==> src/rtl/shift_piso_gen_if.sv <==
// Bus bundle for shift_piso_gen: parallel frame in, serial bit out, frame status.
// SdaIn/Nack exist only when SHIFT_PISO_ACK_EN is defined.
interface shift_piso_gen_if #(
    parameter int WIDTH = 8
) ();
    logic [WIDTH-1:0] In;
    logic             Load;
    logic             ShiftEn;
    logic             Out;
    logic             Busy;
    logic             Done;
`ifdef SHIFT_PISO_ACK_EN
    logic             SdaIn;
    logic             Nack;

    modport slave (
        input  In, Load, ShiftEn, SdaIn,
        output Out, Busy, Done, Nack
    );
    modport master (
        output In, Load, ShiftEn, SdaIn,
        input  Out, Busy, Done, Nack
    );
`else
    modport slave (
        input  In, Load, ShiftEn,
        output Out, Busy, Done
    );
    modport master (
        output In, Load, ShiftEn,
        input  Out, Busy, Done
    );
`endif
endinterface

==> src/rtl/shift_piso_gen.sv <==
// Parallel-in serial-out frame shifter (I2C-style SDA driver), one bit per ShiftEn strobe.
// Define SHIFT_PISO_ACK_EN to add an ACK slot that samples SdaIn into Nack.
module shift_piso_gen #(
    parameter int WIDTH     = 8,
    parameter int MSB_FIRST = 1
) (
    input  logic              Clk,
    input  logic              Rst,
    shift_piso_gen_if.slave   bus
);
    localparam int            CW       = $clog2(WIDTH + 2);
    localparam logic [CW-1:0] CNT_LAST = CW'(WIDTH);
    localparam logic [CW-1:0] CNT_ONE  = CW'(1);

`ifdef SHIFT_PISO_ACK_EN
    typedef enum logic [1:0] {IDLE, SHIFT, ACK} state_t;
`else
    typedef enum logic [1:0] {IDLE, SHIFT} state_t;
`endif

    state_t           state_q, state_d;
    logic [WIDTH-1:0] shreg_q, shreg_d;
    logic [CW-1:0]    cnt_q, cnt_d;
    logic             out_q, out_d;
    logic             busy_q, busy_d;
    logic             done_q, done_d;
`ifdef SHIFT_PISO_ACK_EN
    logic             nack_q, nack_d;
`endif

    logic [WIDTH-1:0] shift_next;
    logic             head_bit;
    logic             frame_end;

    // Shift register advanced one place toward the transmit end, zero filled.
    genvar gi;
    generate
        for (gi = 0; gi < WIDTH; gi++) begin : g_shift
            if (MSB_FIRST != 0) begin : g_msb
                if (gi == 0) begin : g_fill
                    assign shift_next[gi] = 1'b0;
                end else begin : g_move
                    assign shift_next[gi] = shreg_q[gi-1];
                end
            end else begin : g_lsb
                if (gi == WIDTH - 1) begin : g_fill
                    assign shift_next[gi] = 1'b0;
                end else begin : g_move
                    assign shift_next[gi] = shreg_q[gi+1];
                end
            end
        end
    endgenerate

    assign head_bit = (MSB_FIRST != 0) ? shreg_q[WIDTH-1] : shreg_q[0];

    always_comb begin
        state_d   = state_q;
        shreg_d   = shreg_q;
        cnt_d     = cnt_q;
        out_d     = out_q;
        busy_d    = busy_q;
        done_d    = 1'b0;
        frame_end = 1'b0;
`ifdef SHIFT_PISO_ACK_EN
        nack_d    = nack_q;
`endif
        case (state_q)
            IDLE: begin
                if (bus.Load) begin
                    shreg_d = bus.In;
                    cnt_d   = '0;
                    busy_d  = 1'b1;
                    state_d = SHIFT;
                end
            end
            SHIFT: begin
                if (bus.ShiftEn) begin
                    if (cnt_q < CNT_LAST) begin
                        out_d   = head_bit;
                        shreg_d = shift_next;
                        cnt_d   = cnt_q + CNT_ONE;
                    end else begin
`ifdef SHIFT_PISO_ACK_EN
                        // Release SDA so the receiver can drive its ACK bit.
                        out_d   = 1'b1;
                        cnt_d   = cnt_q + CNT_ONE;
                        state_d = ACK;
`else
                        frame_end = 1'b1;
`endif
                    end
                end
            end
`ifdef SHIFT_PISO_ACK_EN
            ACK: begin
                if (bus.ShiftEn) begin
                    nack_d    = bus.SdaIn;
                    frame_end = 1'b1;
                end
            end
`endif
            default: state_d = IDLE;
        endcase

        // A Load arriving with the closing strobe chains straight into the next frame.
        if (frame_end) begin
            out_d  = 1'b1;
            done_d = 1'b1;
            cnt_d  = '0;
            if (bus.Load) begin
                shreg_d = bus.In;
                busy_d  = 1'b1;
                state_d = SHIFT;
            end else begin
                busy_d  = 1'b0;
                state_d = IDLE;
            end
        end
    end

    always_ff @(posedge Clk) begin
        if (Rst) begin
            state_q <= IDLE;
            shreg_q <= '0;
            cnt_q   <= '0;
            out_q   <= 1'b1;
            busy_q  <= 1'b0;
            done_q  <= 1'b0;
`ifdef SHIFT_PISO_ACK_EN
            nack_q  <= 1'b0;
`endif
        end else begin
            state_q <= state_d;
            shreg_q <= shreg_d;
            cnt_q   <= cnt_d;
            out_q   <= out_d;
            busy_q  <= busy_d;
            done_q  <= done_d;
`ifdef SHIFT_PISO_ACK_EN
            nack_q  <= nack_d;
`endif
        end
    end

    assign bus.Out  = out_q;
    assign bus.Busy = busy_q;
    assign bus.Done = done_q;
`ifdef SHIFT_PISO_ACK_EN
    assign bus.Nack = nack_q;
`endif

endmodule

==> src/flat_wrapper.sv <==
// flat-port wrapper written by rule: the top's interface ports become plain ports
module shift_piso_gen_flat 
#(
    parameter int WIDTH     = 8,
    parameter int MSB_FIRST = 1
)
  (Clk, Rst, bus_In, bus_Load, bus_ShiftEn, bus_Out, bus_Busy, bus_Done);
  shift_piso_gen_if #(.WIDTH(WIDTH)) bus_i ();
  input  logic Clk;
  input  logic Rst;
  input wire logic [$bits(bus_i.In)-1:0] bus_In;
  input wire logic [$bits(bus_i.Load)-1:0] bus_Load;
  input wire logic [$bits(bus_i.ShiftEn)-1:0] bus_ShiftEn;
  output wire logic [$bits(bus_i.Out)-1:0] bus_Out;
  output wire logic [$bits(bus_i.Busy)-1:0] bus_Busy;
  output wire logic [$bits(bus_i.Done)-1:0] bus_Done;
  assign bus_i.In = bus_In;
  assign bus_i.Load = bus_Load;
  assign bus_i.ShiftEn = bus_ShiftEn;
  assign bus_Out = bus_i.Out;
  assign bus_Busy = bus_i.Busy;
  assign bus_Done = bus_i.Done;
  shift_piso_gen #(.WIDTH(WIDTH), .MSB_FIRST(MSB_FIRST)) u_core (.Clk(Clk), .Rst(Rst), .bus(bus_i));
endmodule
==> config.mk <==
export PLATFORM = sky130hd
export DESIGN_NAME = shift_piso_gen_flat
export DESIGN_NICKNAME = d
export VERILOG_FILES = /design/src/rtl/shift_piso_gen_if.sv /design/src/rtl/shift_piso_gen.sv /design/src/flat_wrapper.sv
export SDC_FILE = /design/constraint.sdc
export NUM_CORES = 1
export LEC_CHECK = 0
export ABC_CLOCK_PERIOD_IN_PS = 1200
export CELL_PAD_IN_SITES_DETAIL_PLACEMENT = 0
export CELL_PAD_IN_SITES_GLOBAL_PLACEMENT = 1
export CORE_AREA = 8 8 57 59
export CTS_CLUSTER_SIZE = 28
export DETAILED_ROUTE_END_ITERATION = 10
export DIE_AREA = 0 0 65 67
export PLACE_DENSITY_LB_ADDON = 0.1
export SLEW_MARGIN = 10
export SYNTH_ARGS = -nofsm -noshare
export SYNTH_HDL_FRONTEND = slang
export SYNTH_SLANG_ARGS = --single-unit
==> constraint.sdc <==
create_clock -name Clk -period 1.2 [get_ports Clk]
set_clock_uncertainty 0.05 [all_clocks]
set_input_delay 0.24 -clock Clk [delete_from_list [all_inputs] [get_ports Clk]]
set_output_delay 0.24 -clock Clk [all_outputs]
set_load 0.1 [all_outputs]
==> impl_results.html <==
<table>
<tr><th>Metric</th><th>Value</th></tr>
<tr><th colspan="2">Status</th></tr>
<tr><td>Status</td><td>finished with violations</td></tr>
<tr><td>Violations in the final reports</td><td>setup timing</td></tr>
<tr><th colspan="2">Detailed routing</th></tr>
<tr><td>Routed vias</td><td>639</td></tr>
<tr><td>DRC marker count from the first detailed-route iteration</td><td>25</td></tr>
<tr><td>Via density per instance</td><td>4.92</td></tr>
<tr><td>Initial DRT Pass Iterations</td><td>4</td></tr>
<tr><td>Wire length per cell after detailed routing</td><td>13.5 µm</td></tr>
<tr><td>WL final</td><td>1.75 mm</td></tr>
<tr><td>Residual antenna-violating net count after detailed routing</td><td>0</td></tr>
<tr><td># DRC</td><td>0</td></tr>
<tr><th colspan="2">Synth</th></tr>
<tr><td>Number of enable flip-flop cells after synthesis</td><td>0</td></tr>
<tr><td>Post-Synthesis Cell Area</td><td>712 µm²</td></tr>
<tr><td>Post-synth top flop</td><td>sky130_fd_sc_hd__dfxtp_1</td></tr>
<tr><td>#FFs+latches synth</td><td>16</td></tr>
<tr><td>Cell with the most instances after synthesis</td><td>sky130_fd_sc_hd__dfxtp_1</td></tr>
<tr><td>Fraction of post-synthesis cell area in the top cell type by area</td><td>0.450</td></tr>
<tr><td>Average size of a mapped cell</td><td>9.25 µm²</td></tr>
<tr><td>Post-Synthesis Cells</td><td>77</td></tr>
<tr><td>Top post-synthesis cells by count</td><td>sky130_fd_sc_hd__dfxtp_1, sky130_fd_sc_hd__a21oi_1, sky130_fd_sc_hd__inv_1</td></tr>
<tr><td>Async SR Flop Fraction</td><td>0</td></tr>
<tr><td>Fraction of the yosys area taken by sequential cells</td><td>0.450</td></tr>
<tr><td>Count of warnings emitted by yosys</td><td>0</td></tr>
<tr><td>Net Count, Synth</td><td>90</td></tr>
<tr><td>Library cells used by synthesis</td><td>26</td></tr>
<tr><td>Main area contributors after synthesis</td><td>sky130_fd_sc_hd__dfxtp_1, sky130_fd_sc_hd__o221a_2, sky130_fd_sc_hd__a21oi_1, sky130_fd_sc_hd__inv_1, sky130_fd_sc_hd__nor2_1</td></tr>
<tr><td>Largest area contributor in the netlist</td><td>sky130_fd_sc_hd__dfxtp_1</td></tr>
<tr><th colspan="2">Worst hold path</th></tr>
<tr><td>Hold Path Origin</td><td>bus_ShiftEn</td></tr>
<tr><td>Hold/Removal Path Class</td><td>in -&gt; reg</td></tr>
<tr><th colspan="2">Layout</th></tr>
<tr><td>Final core utilization</td><td>0.462</td></tr>
<tr><td>Cell area after layout</td><td>0.00109 mm²</td></tr>
<tr><td># diodes</td><td>0</td></tr>
<tr><td>Post-layout net count</td><td>115</td></tr>
<tr><td>Share of post-route cells with drive strength above 1</td><td>0.470</td></tr>
<tr><td>Signed area change from the synthesized netlist to the final layout</td><td>53.6%</td></tr>
<tr><td>Filler cells</td><td>250</td></tr>
<tr><th colspan="2">Placed design</th></tr>
<tr><td>Dpl ws</td><td>-0.582 ns</td></tr>
<tr><td>HPWL Detailed</td><td>1.20 mm</td></tr>
<tr><td>Instance area after placement</td><td>995 µm²</td></tr>
<tr><td>Number of I/O port buffers</td><td>14</td></tr>
<tr><td>GPL Wtd Cong</td><td>0.676</td></tr>
<tr><th colspan="2">Timing</th></tr>
<tr><td>Max Fclk</td><td>761 MHz</td></tr>
<tr><td>Final sum of negative setup slack</td><td>-0.113 ns</td></tr>
<tr><td>Unrepaired setup endpoints after global routing</td><td>yes</td></tr>
<tr><td>Final period demand of the worst path</td><td>1.31 ns</td></tr>
<tr><td>Setup violations, final</td><td>1</td></tr>
<tr><td>Number of max-slew violations in the final report</td><td>0</td></tr>
<tr><td>Period utilization</td><td>1.09</td></tr>
<tr><td>Fin. Hold Viols</td><td>0</td></tr>
<tr><td>Slew at the pin closest to its max-slew limit</td><td>0.253 ns</td></tr>
<tr><td>Slew Limit Headroom</td><td>0.828</td></tr>
<tr><td>Slack of the critical path</td><td>-0.113 ns</td></tr>
<tr><th colspan="2">Clock tree</th></tr>
<tr><td>Clock Root Buffer</td><td>sky130_fd_sc_hd__clkbuf_4</td></tr>
<tr><td>Latest clock arrival within the worst-skew pair</td><td>0.28 ns</td></tr>
<tr><td>Maximum number of buffers from clock root to sink</td><td>2</td></tr>
<tr><td>Number of clock buffers inserted by TritonCTS</td><td>3</td></tr>
<tr><td>Clock-pin slew on the worst setup and hold paths</td><td>0.09 ns</td></tr>
<tr><td>Sink Count</td><td>16</td></tr>
<tr><td>Clock tree from TritonCTS</td><td>built</td></tr>
<tr><td>Number of levels the H-tree was split into</td><td>1</td></tr>
<tr><th colspan="2">Power and ir drop</th></tr>
<tr><td>Leakage power</td><td>0.428 nW</td></tr>
<tr><td>Maximum ir drop on the vdd rail</td><td>0.477 mV</td></tr>
<tr><td>Tot Pwr</td><td>1.13 mW</td></tr>
<tr><td>P per Cell Area</td><td>1030 mW/mm²</td></tr>
<tr><th colspan="2">Floorplan</th></tr>
<tr><td>I/O Pins</td><td>15</td></tr>
<tr><td>Core Region</td><td>0.00236 mm²</td></tr>
<tr><td>Width of the die</td><td>65 µm</td></tr>
<tr><td>Starting density of the core</td><td>0.301</td></tr>
<tr><td>Chip Height</td><td>67 µm</td></tr>
<tr><td>Num rows</td><td>18</td></tr>
<tr><td>Overall die area</td><td>0.00436 mm²</td></tr>
<tr><th colspan="2">Global routing</th></tr>
<tr><td>First-pass GRT wire length</td><td>2.84 mm</td></tr>
<tr><td>Antenna violations before repair</td><td>0</td></tr>
<tr><td>Congestion Overflow GR</td><td>0</td></tr>
<tr><td>Global-route total usage across every layer</td><td>0.0854</td></tr>
<tr><td>Number of global-route vias before repair</td><td>598</td></tr>
<tr><td>Largest net degree at the start of global routing</td><td>17</td></tr>
<tr><th colspan="2">Worst setup path</th></tr>
<tr><td>CP Launch Point</td><td>u_core.cnt_q[1]$_SDFFE_PP0P_</td></tr>
<tr><td>Type of the setup path with the least slack</td><td>reg -&gt; reg</td></tr>
<tr><td>Worst-path maximum fanout</td><td>2</td></tr>
<tr><td>CP Capture Type</td><td>flip-flop</td></tr>
<tr><td>Required time of the worst setup path</td><td>1.35 ns</td></tr>
<tr><td>Arrival time of the worst setup path</td><td>1.47 ns</td></tr>
<tr><td>Start of the worst register-to-register path</td><td>u_core.cnt_q[1]$_SDFFE_PP0P_</td></tr>
<tr><td>Kind of launch point of the worst setup path</td><td>flip-flop</td></tr>
<tr><th colspan="2">Run</th></tr>
<tr><td>Max-cap violations</td><td>0</td></tr>
</table>
## routing by layer
layer / global-route usage / vias up / wire length [µm] / part of all wire
li1: - / 326 / - / -
met1: 0.103 / 298 / 858 / 0.49
met2: 0.130 / 10 / 807 / 0.46
met3: 0.0235 / 5 / 50 / 0.029
met4: 0.0572 / 0 / 37 / 0.021
met5: 0 / - / 0 / 0
## final timing paths
check / end / slack [ns] / cells past startpoint
worst max-delay path: u_core.cnt_q[2]$_SDFFE_PP0P_ / -0.11 / 3
worst min-delay path: u_core.bus.Done$_SDFF_PP0_ / 0.29 / 3
worst max register to register: u_core.cnt_q[2]$_SDFFE_PP0P_ / -0.11 / 3
worst min register to register: u_core.bus.Busy$_SDFFE_PP0P_ / 0.44 / 2
## power by group
| part | internal, mW | leakage (nW) | switching (mW) | total [mW] |
|---|---|---|---|---|
| registers | 0.564 | 0.134 | 0.0262 | 0.591 |
| logic | 0.134 | 0.281 | 0.127 | 0.261 |
| clock network | 0.116 | 0.0138 | 0.160 | 0.276 |
| total | 0.815 | 0.428 | 0.313 | 1.13 |
## metrics by stage
stage	hold slack (ns)	std cells
after floorplan	0.283	77
after global routing	0.315	130
final	0.294	130
after global placement	0.407	126
after CTS	0.443	130
after detailed placement	0.412	126
## registers in the layout, indices dropped and copies added, names as in the netlist
name / cells
u_core.bus.Done: 1
u_core.cnt_q: 4
u_core.state_q: 1
u_core.shreg_q: 8
u_core.bus.Out: 1
u_core.bus.Busy: 1
## layout make-up
type / count / area, µm² / area share
Timing Repair Buffer: 24 / 256 / 0.235
Sequential cell: 16 / 333 / 0.304
Multi-Input combinational cell: 47 / 407 / 0.372
Tap cell: 30 / 37.5 / 0.0343
Clock buffer: 3 / 22.5 / 0.0206
Inverter: 10 / 37.5 / 0.0343
## cell usage in the layout (no fill, tap or decap), types with 3 or more instances in the layout
| cell | netlist | final |
|---|---|---|
| sky130_fd_sc_hd__dfxtp_1 | 16 | 10 |
| sky130_fd_sc_hd__nor2_1 | 6 | 6 |
| sky130_fd_sc_hd__buf_12 | 0 | 4 |
| sky130_fd_sc_hd__a21oi_2 | 1 | 6 |
| sky130_fd_sc_hd__inv_1 | 10 | 10 |
| sky130_fd_sc_hd__o221a_2 | 7 | 7 |
| sky130_fd_sc_hd__dfxtp_2 | 0 | 4 |
| sky130_fd_sc_hd__a21oi_1 | 11 | 5 |
| sky130_fd_sc_hd__clkdlybuf4s50_1 | 0 | 10 |
| sky130_fd_sc_hd__buf_4 | 1 | 8 |
| sky130_fd_sc_hd__clkbuf_4 | 0 | 3 |
## cell families (layout without fill, tap and decap cells)
family | count (synthesis) | in the layout | synth area share
adders and majority gates | 1 | 1 | 0.0176
muxes | 2 | 2 | 0.0281
and+or+nand+nor | 17 | 18 | 0.137
DFF | 16 | 16 | 0.450
AOI/OAI and AO/OA | 26 | 26 | 0.281
buffers and inverters | 15 | 37 | 0.0861
## what timing repair did
action | 4_1_cts | 5_1_grt
pin swaps | 3 | 6
resized for setup | 11 | 10
hold buffers | 0 | 0
endpoints found under the setup margin | 13 | 11
buffers inserted | 0 | 1
gates cloned | 1 | 0
## worst max-delay path, stage by stage (launching register included)
cell and delay (ns):
sky130_fd_sc_hd__dfxtp_2 0.37, sky130_fd_sc_hd__ha_4 0.14, sky130_fd_sc_hd__or4b_4 0.45, sky130_fd_sc_hd__a221oi_2 0.23
(Power assumes the default switching activity.)
